===== src/rtl/imm_gen_if.sv =====
// -----------------------------------------------------------------------------
// imm_gen_if -- handshake bundle for imm_gen_pipe.
//
// Input side (producer -> block):
//   in_valid   instruction word present on in_instr
//   in_instr   32-bit RV32I instruction word
//   in_ready   block can accept an instruction this cycle
// Output side (block -> consumer):
//   out_valid    head entry is valid
//   out_ready    consumer accepts the head entry this cycle
//   out_imm      decoded, extended immediate (XLEN bits)
//   out_fmt      format code 0 R,1 I,2 S,3 B,4 U,5 J,6 Z,7 illegal
//   out_illegal  head entry carried an unsupported opcode
//
// Modports: slave is the block side, master is the environment side
// (drives instructions and consumes results).
// -----------------------------------------------------------------------------
interface imm_gen_if #(
  parameter int XLEN = 32
);
  logic            in_valid;
  logic [31:0]     in_instr;
  logic            in_ready;
  logic            out_valid;
  logic            out_ready;
  logic [XLEN-1:0] out_imm;
  logic [2:0]      out_fmt;
  logic            out_illegal;

  modport slave (
    input  in_valid, in_instr, out_ready,
    output in_ready, out_valid, out_imm, out_fmt, out_illegal
  );

  modport master (
    output in_valid, in_instr, out_ready,
    input  in_ready, out_valid, out_imm, out_fmt, out_illegal
  );
endinterface


===== src/rtl/imm_gen_pipe.sv =====
// -----------------------------------------------------------------------------
// imm_gen_pipe -- RV32I immediate decoder feeding a 2-entry output FIFO.
//
// Each accepted instruction is decoded into {imm, fmt, illegal} and buffered;
// the FIFO head is presented on the output side of the interface. There is no
// combinational path from the input side to the output side: a word pushed in
// cycle N is visible at the head from cycle N+1.
//
// Ports:
//   clk          sole clock, rising edge
//   rst          synchronous active-low reset
//   bus          imm_gen_if.slave (in_valid/in_instr/in_ready,
//                out_valid/out_ready/out_imm/out_fmt/out_illegal)
//   illegal_cnt  saturating count of accepted illegal instructions
//
// Parameters:
//   XLEN   immediate width, 32 or 64 (must match the interface XLEN)
//   CNT_W  width of illegal_cnt
//
// Build option:
//   IMM_GEN_ZICSR_EN  when defined, SYSTEM opcode 1110011 decodes as CSR:
//                     funct3[2]=1 -> fmt Z (zero-extended rs1 field as zimm),
//                     funct3[2]=0 -> fmt I. When undefined it is illegal.
// -----------------------------------------------------------------------------
module imm_gen_pipe #(
  parameter int XLEN  = 32,
  parameter int CNT_W = 8
) (
  input  logic             clk,
  input  logic             rst,
  imm_gen_if.slave         bus,
  output logic [CNT_W-1:0] illegal_cnt
);

  localparam logic [2:0] FMT_R   = 3'd0;
  localparam logic [2:0] FMT_I   = 3'd1;
  localparam logic [2:0] FMT_S   = 3'd2;
  localparam logic [2:0] FMT_B   = 3'd3;
  localparam logic [2:0] FMT_U   = 3'd4;
  localparam logic [2:0] FMT_J   = 3'd5;
  localparam logic [2:0] FMT_Z   = 3'd6;
  localparam logic [2:0] FMT_ILL = 3'd7;

  // Widen a 32-bit signed immediate to XLEN by replicating bit 31.
  function automatic logic [XLEN-1:0] sext32(input logic signed [31:0] v);
    logic [XLEN-1:0] r;
    r       = {XLEN{v[31]}};
    r[31:0] = v;
    return r;
  endfunction

  // Increment that sticks at the all-ones value.
  function automatic logic [CNT_W-1:0] sat_inc(input logic [CNT_W-1:0] c);
    return (&c) ? c : c + 1'b1;
  endfunction

  // ---------------------------------------------------------------------------
  // Stage p0: combinational decode of the incoming word
  // ---------------------------------------------------------------------------
  logic [31:0]        instr_p0;
  logic [6:0]         opc_p0;
  logic signed [31:0] imm32_p0;
  logic [2:0]         fmt_p0;
  logic [XLEN-1:0]    imm_p0;
  logic               ill_p0;

  assign instr_p0 = bus.in_instr;
  assign opc_p0   = instr_p0[6:0];

  always_comb begin
    fmt_p0   = FMT_ILL;
    imm32_p0 = '0;
    unique case (opc_p0)
      7'b0110011: fmt_p0 = FMT_R;
      7'b0000011, 7'b0010011, 7'b1100111, 7'b0001111: begin
        fmt_p0   = FMT_I;
        imm32_p0 = {{20{instr_p0[31]}}, instr_p0[31:20]};
      end
      7'b0100011: begin
        fmt_p0   = FMT_S;
        imm32_p0 = {{20{instr_p0[31]}}, instr_p0[31:25], instr_p0[11:7]};
      end
      7'b1100011: begin
        fmt_p0   = FMT_B;
        imm32_p0 = {{19{instr_p0[31]}}, instr_p0[31], instr_p0[7],
                    instr_p0[30:25], instr_p0[11:8], 1'b0};
      end
      7'b0110111, 7'b0010111: begin
        fmt_p0   = FMT_U;
        imm32_p0 = {instr_p0[31:12], 12'b0};
      end
      7'b1101111: begin
        fmt_p0   = FMT_J;
        imm32_p0 = {{11{instr_p0[31]}}, instr_p0[31], instr_p0[19:12],
                    instr_p0[20], instr_p0[30:21], 1'b0};
      end
`ifdef IMM_GEN_ZICSR_EN
      7'b1110011: begin
        if (instr_p0[14]) begin
          fmt_p0   = FMT_Z;
          imm32_p0 = {27'b0, instr_p0[19:15]};
        end else begin
          fmt_p0   = FMT_I;
          imm32_p0 = {{20{instr_p0[31]}}, instr_p0[31:20]};
        end
      end
`endif
      default: begin
        fmt_p0   = FMT_ILL;
        imm32_p0 = '0;
      end
    endcase
  end

  assign imm_p0 = sext32(imm32_p0);
  assign ill_p0 = (fmt_p0 == FMT_ILL);

  // ---------------------------------------------------------------------------
  // Stage p1: 2-entry FIFO (control reset, data storage unreset)
  // ---------------------------------------------------------------------------
  logic [XLEN-1:0]  imm_mem_q [2];
  logic [2:0]       fmt_mem_q [2];
  logic             ill_mem_q [2];

  logic [1:0]       cnt_q, cnt_d;
  logic             wr_ptr_q, wr_ptr_d;
  logic             rd_ptr_q, rd_ptr_d;
  logic [CNT_W-1:0] ill_cnt_q, ill_cnt_d;
  logic             push, pop;
  logic             vld_p1;

  // in_ready is low throughout reset so nothing is accepted in a reset cycle.
  assign bus.in_ready = rst && (cnt_q != 2'd2);
  assign vld_p1       = (cnt_q != 2'd0);
  assign push         = bus.in_valid && bus.in_ready;
  assign pop          = vld_p1 && bus.out_ready && rst;

  always_comb begin
    cnt_d     = cnt_q;
    wr_ptr_d  = wr_ptr_q ^ push;
    rd_ptr_d  = rd_ptr_q ^ pop;
    ill_cnt_d = ill_cnt_q;
    unique case ({push, pop})
      2'b10:   cnt_d = cnt_q + 2'd1;
      2'b01:   cnt_d = cnt_q - 2'd1;
      default: cnt_d = cnt_q;
    endcase
    if (push && ill_p0) ill_cnt_d = sat_inc(ill_cnt_q);
  end

  always_ff @(posedge clk) begin
    if (!rst) begin
      cnt_q     <= '0;
      wr_ptr_q  <= 1'b0;
      rd_ptr_q  <= 1'b0;
      ill_cnt_q <= '0;
    end else begin
      cnt_q     <= cnt_d;
      wr_ptr_q  <= wr_ptr_d;
      rd_ptr_q  <= rd_ptr_d;
      ill_cnt_q <= ill_cnt_d;
    end
  end

  always_ff @(posedge clk) begin
    if (push) begin
      imm_mem_q[wr_ptr_q] <= imm_p0;
      fmt_mem_q[wr_ptr_q] <= fmt_p0;
      ill_mem_q[wr_ptr_q] <= ill_p0;
    end
  end

  // ---------------------------------------------------------------------------
  // Output: head entry, forced to zero when empty so stale or uninitialised
  // storage never reaches the consumer.
  // ---------------------------------------------------------------------------
  assign bus.out_valid   = vld_p1;
  assign bus.out_imm     = vld_p1 ? imm_mem_q[rd_ptr_q] : '0;
  assign bus.out_fmt     = vld_p1 ? fmt_mem_q[rd_ptr_q] : 3'd0;
  assign bus.out_illegal = vld_p1 ? ill_mem_q[rd_ptr_q] : 1'b0;
  assign illegal_cnt     = ill_cnt_q;

endmodule


===== src/flat_wrapper.sv =====
// flat-port wrapper written by rule: the top's interface ports become plain ports
module imm_gen_pipe_flat 
#(
  parameter int XLEN  = 32,
  parameter int CNT_W = 8
)
  (clk, rst, illegal_cnt, bus_in_valid, bus_in_instr, bus_out_ready, bus_in_ready, bus_out_valid, bus_out_imm, bus_out_fmt, bus_out_illegal);
  imm_gen_if #(.XLEN(XLEN)) bus_i ();
  input  logic clk;
  input  logic rst;
  output logic [CNT_W-1:0] illegal_cnt;
  input wire logic [$bits(bus_i.in_valid)-1:0] bus_in_valid;
  input wire logic [$bits(bus_i.in_instr)-1:0] bus_in_instr;
  input wire logic [$bits(bus_i.out_ready)-1:0] bus_out_ready;
  output wire logic [$bits(bus_i.in_ready)-1:0] bus_in_ready;
  output wire logic [$bits(bus_i.out_valid)-1:0] bus_out_valid;
  output wire logic [$bits(bus_i.out_imm)-1:0] bus_out_imm;
  output wire logic [$bits(bus_i.out_fmt)-1:0] bus_out_fmt;
  output wire logic [$bits(bus_i.out_illegal)-1:0] bus_out_illegal;
  assign bus_i.in_valid = bus_in_valid;
  assign bus_i.in_instr = bus_in_instr;
  assign bus_i.out_ready = bus_out_ready;
  assign bus_in_ready = bus_i.in_ready;
  assign bus_out_valid = bus_i.out_valid;
  assign bus_out_imm = bus_i.out_imm;
  assign bus_out_fmt = bus_i.out_fmt;
  assign bus_out_illegal = bus_i.out_illegal;
  imm_gen_pipe #(.XLEN(XLEN), .CNT_W(CNT_W)) u_core (.clk(clk), .rst(rst), .bus(bus_i), .illegal_cnt(illegal_cnt));
endmodule

===== config.mk =====
export PLATFORM = sky130hd
export DESIGN_NAME = imm_gen_pipe_flat
export DESIGN_NICKNAME = d
export VERILOG_FILES = /design/src/rtl/imm_gen_if.sv /design/src/rtl/imm_gen_pipe.sv /design/src/flat_wrapper.sv
export SDC_FILE = /design/constraint.sdc
export NUM_CORES = 1
export LEC_CHECK = 0
export ABC_AREA = 1
export CELL_PAD_IN_SITES_DETAIL_PLACEMENT = 1
export CELL_PAD_IN_SITES_GLOBAL_PLACEMENT = 1
export CORE_ASPECT_RATIO = 1.4
export CORE_MARGIN = 2
export CORE_UTILIZATION = 42
export CTS_CLUSTER_DIAMETER = 100
export DETAILED_ROUTE_END_ITERATION = 10
export PLACE_DENSITY_LB_ADDON = 0.1
export SYNTH_ARGS = -nofsm -noshare
export SYNTH_HDL_FRONTEND = slang
export SYNTH_SLANG_ARGS = --single-unit

===== constraint.sdc =====
create_clock -name clk -period 3.5 [get_ports clk]
set_input_delay 0.7 -clock clk [delete_from_list [all_inputs] [get_ports clk]]
set_output_delay 0.7 -clock clk [all_outputs]
set_load 0.005 [all_outputs]

== After elaboration in Yosys (flattened, before gate mapping) ==
Memories as Yosys holds them, arrays and structs flattened. A register that Yosys moved wholly into a read port is not among the register bits.
Index checks and enable logic that the tools add are counted.
W data, S select, Z words.

* Register bits: 12
* Memory bits (writable): 72
* Bits of input ports: 36
* Memories kept: 3

* $add $sub $neg: 3
* Equality and inequality tests: 14
* Mux-type cells: 11
* Bitwise operators: 3
* Reductions and logical operators: 11

{| class="wikitable"
|+ Memory list
! name !! depth !! width !! read ports !! clocked after memory_dff !! write ports !! line !! text
|-
| u_core.imm_mem_q || 2 || 32 || 1 || 1 || 1 || imm_gen_pipe.sv:121 || <nowiki>logic [XLEN-1:0] imm_mem_q [2];</nowiki>
|-
| u_core.fmt_mem_q || 2 || 3 || 1 || 1 || 1 || imm_gen_pipe.sv:122 || <nowiki>logic [2:0] fmt_mem_q [2];</nowiki>
|-
| u_core.ill_mem_q || 2 || 1 || 1 || 1 || 1 || imm_gen_pipe.sv:123 || <nowiki>logic ill_mem_q [2];</nowiki>
|}

{| class="wikitable"
|+ Operators by type and width
! kind !! number
|-
| $pmux W32 S5 || 1
|-
| $mux W32 || 1
|-
| $eq A7 B6 Y1 const B || 3
|-
| $eq A7 B7 Y1 const B || 3
|-
| $pmux W3 S6 || 1
|-
| $eq A7 B5 Y1 const B || 2
|-
| $add A8 B1 Y8 const B || 1
|-
| $reduce_and A8 Y1 || 1
|-
| $eq A7 B2 Y1 const B || 1
|-
| $eq A7 B4 Y1 const B || 1
|-
| $mux W1 || 6
|-
| $logic_and A1 B1 Y1 || 5
|-
| $pmux W2 S2 || 1
|-
| $reduce_bool A2 Y1 || 2
|-
| $reduce_or A4 Y1 || 1
|-
| $eq A3 B3 Y1 const B || 1
|-
| $mux W3 || 1
|-
| $add A2 B1 Y2 const B || 1
|-
| $eq A2 B1 Y1 const B || 1
|-
| $eq A2 B2 Y1 const B || 1
|-
| $ne A2 B2 Y1 const B || 1
|-
| $reduce_and A2 Y1 || 1
|-
| $reduce_or A2 Y1 || 1
|-
| $sub A2 B1 Y2 const B || 1
|-
| other kinds (2) || 3
|}

== Logic depth before layout (Yosys ltp) ==
* Word-level depth: 6
* Gate-level depth with buffers: 12
* Mapped depth without buffers: 11

== Worst setup path before layout ==
OpenSTA, ideal clock, no wires.

* Kind: input port to flip-flop
* From: in rst
* To: mem u_core.fmt_mem_q[1][0], enable pin
* Setup time: 397 ps
* Arrival: 2,119 ps
* Required time: 3,103 ps
* Path slack: 984 ps
* Stages on the path: 6
* Path buffers: 1
* Cell sequence: inv_2 > a21oi_2 > nand2_1 > inv_2 > buf_6 > ha_1

* Word-level cells in the longest chain between the ends: 4

{| class="wikitable"
|+ Ends and longest elaborated chain
! what !! line !! text
|-
| start, declared || flat_wrapper.sv:10 || <nowiki>input logic rst;</nowiki>
|-
| $logic_and A1 B1 Y1 || imm_gen_pipe.sv:133 || <nowiki>assign bus.in_ready = rst && (cnt_q != 2'd2);</nowiki>
|-
| net bus_in_ready || flat_wrapper.sv:15 || <nowiki>output wire logic [$bits(bus_i.in_ready)-1:0] bus_in_ready;</nowiki>
|-
| $logic_and A1 B1 Y1 || imm_gen_pipe.sv:135 || <nowiki>assign push = bus.in_valid && bus.in_ready;</nowiki>
|-
| $mux W1 || imm_gen_pipe.sv:166 || <nowiki>if (push) begin</nowiki>
|-
| $mux W1 (implied by the code) || imm_gen_pipe.sv:168 || <nowiki>fmt_mem_q[wr_ptr_q] <= fmt_p0;</nowiki>
|-
| end, declared || imm_gen_pipe.sv:122 ||
|}

The timed path passes the listed nets, and every way through them passes these cells.

==> impl_metrics.py <==
metrics = {
    "finish": {
        "final_cells": 609,
        "nets": 534,
        "n_antenna_cell": 0,
        "drive_above_1_share_pct": 11.2,
        "design_area_um2": 5270,
        "syn2layout_area_growth_pct": 30.8,
        "final_util_pct": 56.0,
    },
    "drt": {
        "ant_nets": 0,
        "dr.pass1.iters": 4,
        "drcViolationCount": 0,
        "vias": 3192,
        "postRouteWirelength_um": 10600,
        "routedWlPerCell_um": 17.4,
        "avgViaCountPerCell": 5.24,
        "dr.first_iter.drc_count": 110,
    },
    "global_route": {
        "grt_usage_pct": 21.7,
        "grt_pass1_wl_um": 17000,
        "grt_max_degree": 38,
        "antenna_found_initial": 0,
        "grt_overflow": 0,
        "grt_pass1_vias": 3485,
    },
    "critical_path": {
        "crit_fanout": 36,
        "worst-setup-path-type": "register to primary output",
        "setup.worst_path.end_class": "primary output",
        "critPathLaunchType": "register",
        "required_ps": 2800,
        "reg2reg_depth": 11,
        "cp.arrival_ps": 2440,
    },
    "logic_synthesis": {
        "synth_ff_type": "edfxtp_1",
        "synth_top_area_cell": "edfxtp_1",
        "ys_seq_area_share_pct": 60.1,
        "yosys-top-cells-area": "edfxtp_1 54%, nand2_1 11%, dfxtp_1 6.5%, a21oi_1 5.8%, inv_1 3.3%",
        "synth_nets": 449,
        "synth_top_area_share_pct": 53.6,
        "synthTopCellsByCount": "123 x nand2_1, 72 x edfxtp_1, 47 x a21oi_1",
        "yosysWarnings": 0,
        "yosysMostFrequentCell": "nand2_1",
        "synth_edf_count": 72,
        "synth_area_um2": 4030,
        "syn_avg_cell_area_um2": 9.85,
        "netlist_instances": 409,
        "synth_cell_types": 33,
        "synth_seq_cells": 85,
        "async_flop_share_pct": 0,
    },
    "floorplan": {
        "die_w_um": 86.8,
        "io_pins": 82,
        "die_height_um": 120,
        "initial_utilization_pct": 42.8,
        "rows": 42,
        "die_area_um2": 10400,
        "core_region_area_um2": 9410,
    },
    "place": {
        "dpl.hpwl_um": 7430,
        "place.gp.congestion": 0.774,
        "dpl-instance-area_um2": 4990,
        "port_buffers": 81,
        "place_inst": 593,
    },
    "cts": {
        "cts_setup_buffers": 0,
        "cts_resized": 0,
        "cts_made_buffers": 9,
        "clock_latency_ps": 340,
        "tritoncts": "yes",
        "clock-sinks": 85,
        "hold_buffers": 0,
        "clk_pin_slew_ps": 60,
        "cts_buffer_depth": 2,
        "root_buffer": "clkbuf_16",
        "htreeDepth": 3,
    },
    "power": {
        "power_density_nw_per_um2": 467,
        "peakVddDrop_mv": 0.272,
        "p_leak_nw": 2.05,
    },
    "sta": {
        "clock.fmax_ghz": 0.319,
        "layout_min_cycle_time_ps": 3140,
        "slew_viol_final": 0,
        "slew_headroom_pct": 25.5,
        "finalHoldViolations": 0,
        "worst_slew_pin_slew_ps": 1110,
        "fin_setup_tns_ps": 0,
        "clock-skew-final_ps": 5.78,
        "setup_viol": 0,
        "fin_crit_sh_pct": 89.6,
        "rsz0062_at_grt": "no",
    },
    "worst_hold_path": {
        "holdPathStages": 2,
        "hp-class": "register to register",
    },
    "status": {
        "status": "complete, no violations",
    },
    "job": {
        "maxCapViolCount": 0,
    },
}
## critical path, stage by stage (launching register included)
cell             delay [ps]
dfxtp_1                 340
clkinv_1                850
nand2_1                 310
a21oi_1                  90
clkdlybuf4s50_1         490
## metal layers
layer	routed length [um]	vias up	GRT usage, %	share of wire, %
met5	0	-	0	0
met4	328	0	10.5	3.1
met3	325	21	3.51	3.1
met2	5930	65	40.2	56
met1	4020	1556	23.0	38
li1	-	1550	-	-
## worst paths after layout
kind / end / startpoint / slack, ps
max: bus_out_imm[11] / register / 360
min: register / u_core.rd_ptr_q / 510
max reg2reg: u_core.cnt_q[1] / u_core.cnt_q[0] / 1520
min reg2reg: register / u_core.rd_ptr_q / 510
## kinds of logic after synthesis
kind of cell	synth area share, %
adders and majority gates	1.24
DFF	60.1
buffers and inverters	5.65
xor gates and xnor gates	0.435
AOI/OAI and AO/OA	9.75
and+or+nand+nor	22.8
## layout make-up
type / count / area, um^2
Tap cell: 110 / 138
Clock buffer: 11 / 233
Inverter: 43 / 164
Multi-Input combinational cell: 268 / 1380
Sequential cell: 85 / 2420
Fill cell: 1040 / 4140
Clock inverter: 5 / 51.3
Timing Repair Buffer: 87 / 881
## where the power goes
part / internal, W / total, W / leakage (nW) / switching (W)
combinational: 0.000180 / 0.000381 / 1.18 / 0.000201
sequential: 0.00114 / 0.00115 / 0.727 / 0.0000161
clock: 0.000548 / 0.000927 / 0.137 / 0.000379
total: 0.00187 / 0.00246 / 2.05 / 0.000596
## stage by stage
step                power, W  hold WS [ps]  setup slack, ps
floorplan            0.00134           456              984
global placement     0.00155           486              579
detailed placement   0.00156           498              468
CTS                  0.00248           510              271
global route         0.00255           537              127
finish               0.00246           506              364
## registers in the layout, indices dropped and copies added, names as in the netlist, named ones only
| signal | count |
|---|---|
| u_core.illegal_cnt | 8 |
| u_core.ill_mem_q | 2 |
| u_core.imm_mem_q | 64 |
| u_core.wr_ptr_q | 1 |
| u_core.cnt_q | 2 |
| u_core.rd_ptr_q | 1 |
| u_core.fmt_mem_q | 6 |
## placed cells by master (no fill, tap or decap), types with 2 or more instances in the layout
cell type and n:
nand2_1 123, clkdlybuf4s50_1 81, edfxtp_1 72, a21oi_1 47
inv_1 35, nor2_1 26, dfxtp_1 13, nand4_1 11
o21ai_2 10, clkbuf_16 9, nor3_1 8, o21ai_0 7
inv_2 6, nand3_1 6, nand2_2 4, nor2_4 4
nor2_2 4, ha_1 4, buf_4 4, nand2_8 2
nor2_8 2, clkinv_1 2, clkbuf_1 2, clkinv_2 2
buf_12 2
(Power assumes the default switching activity.)
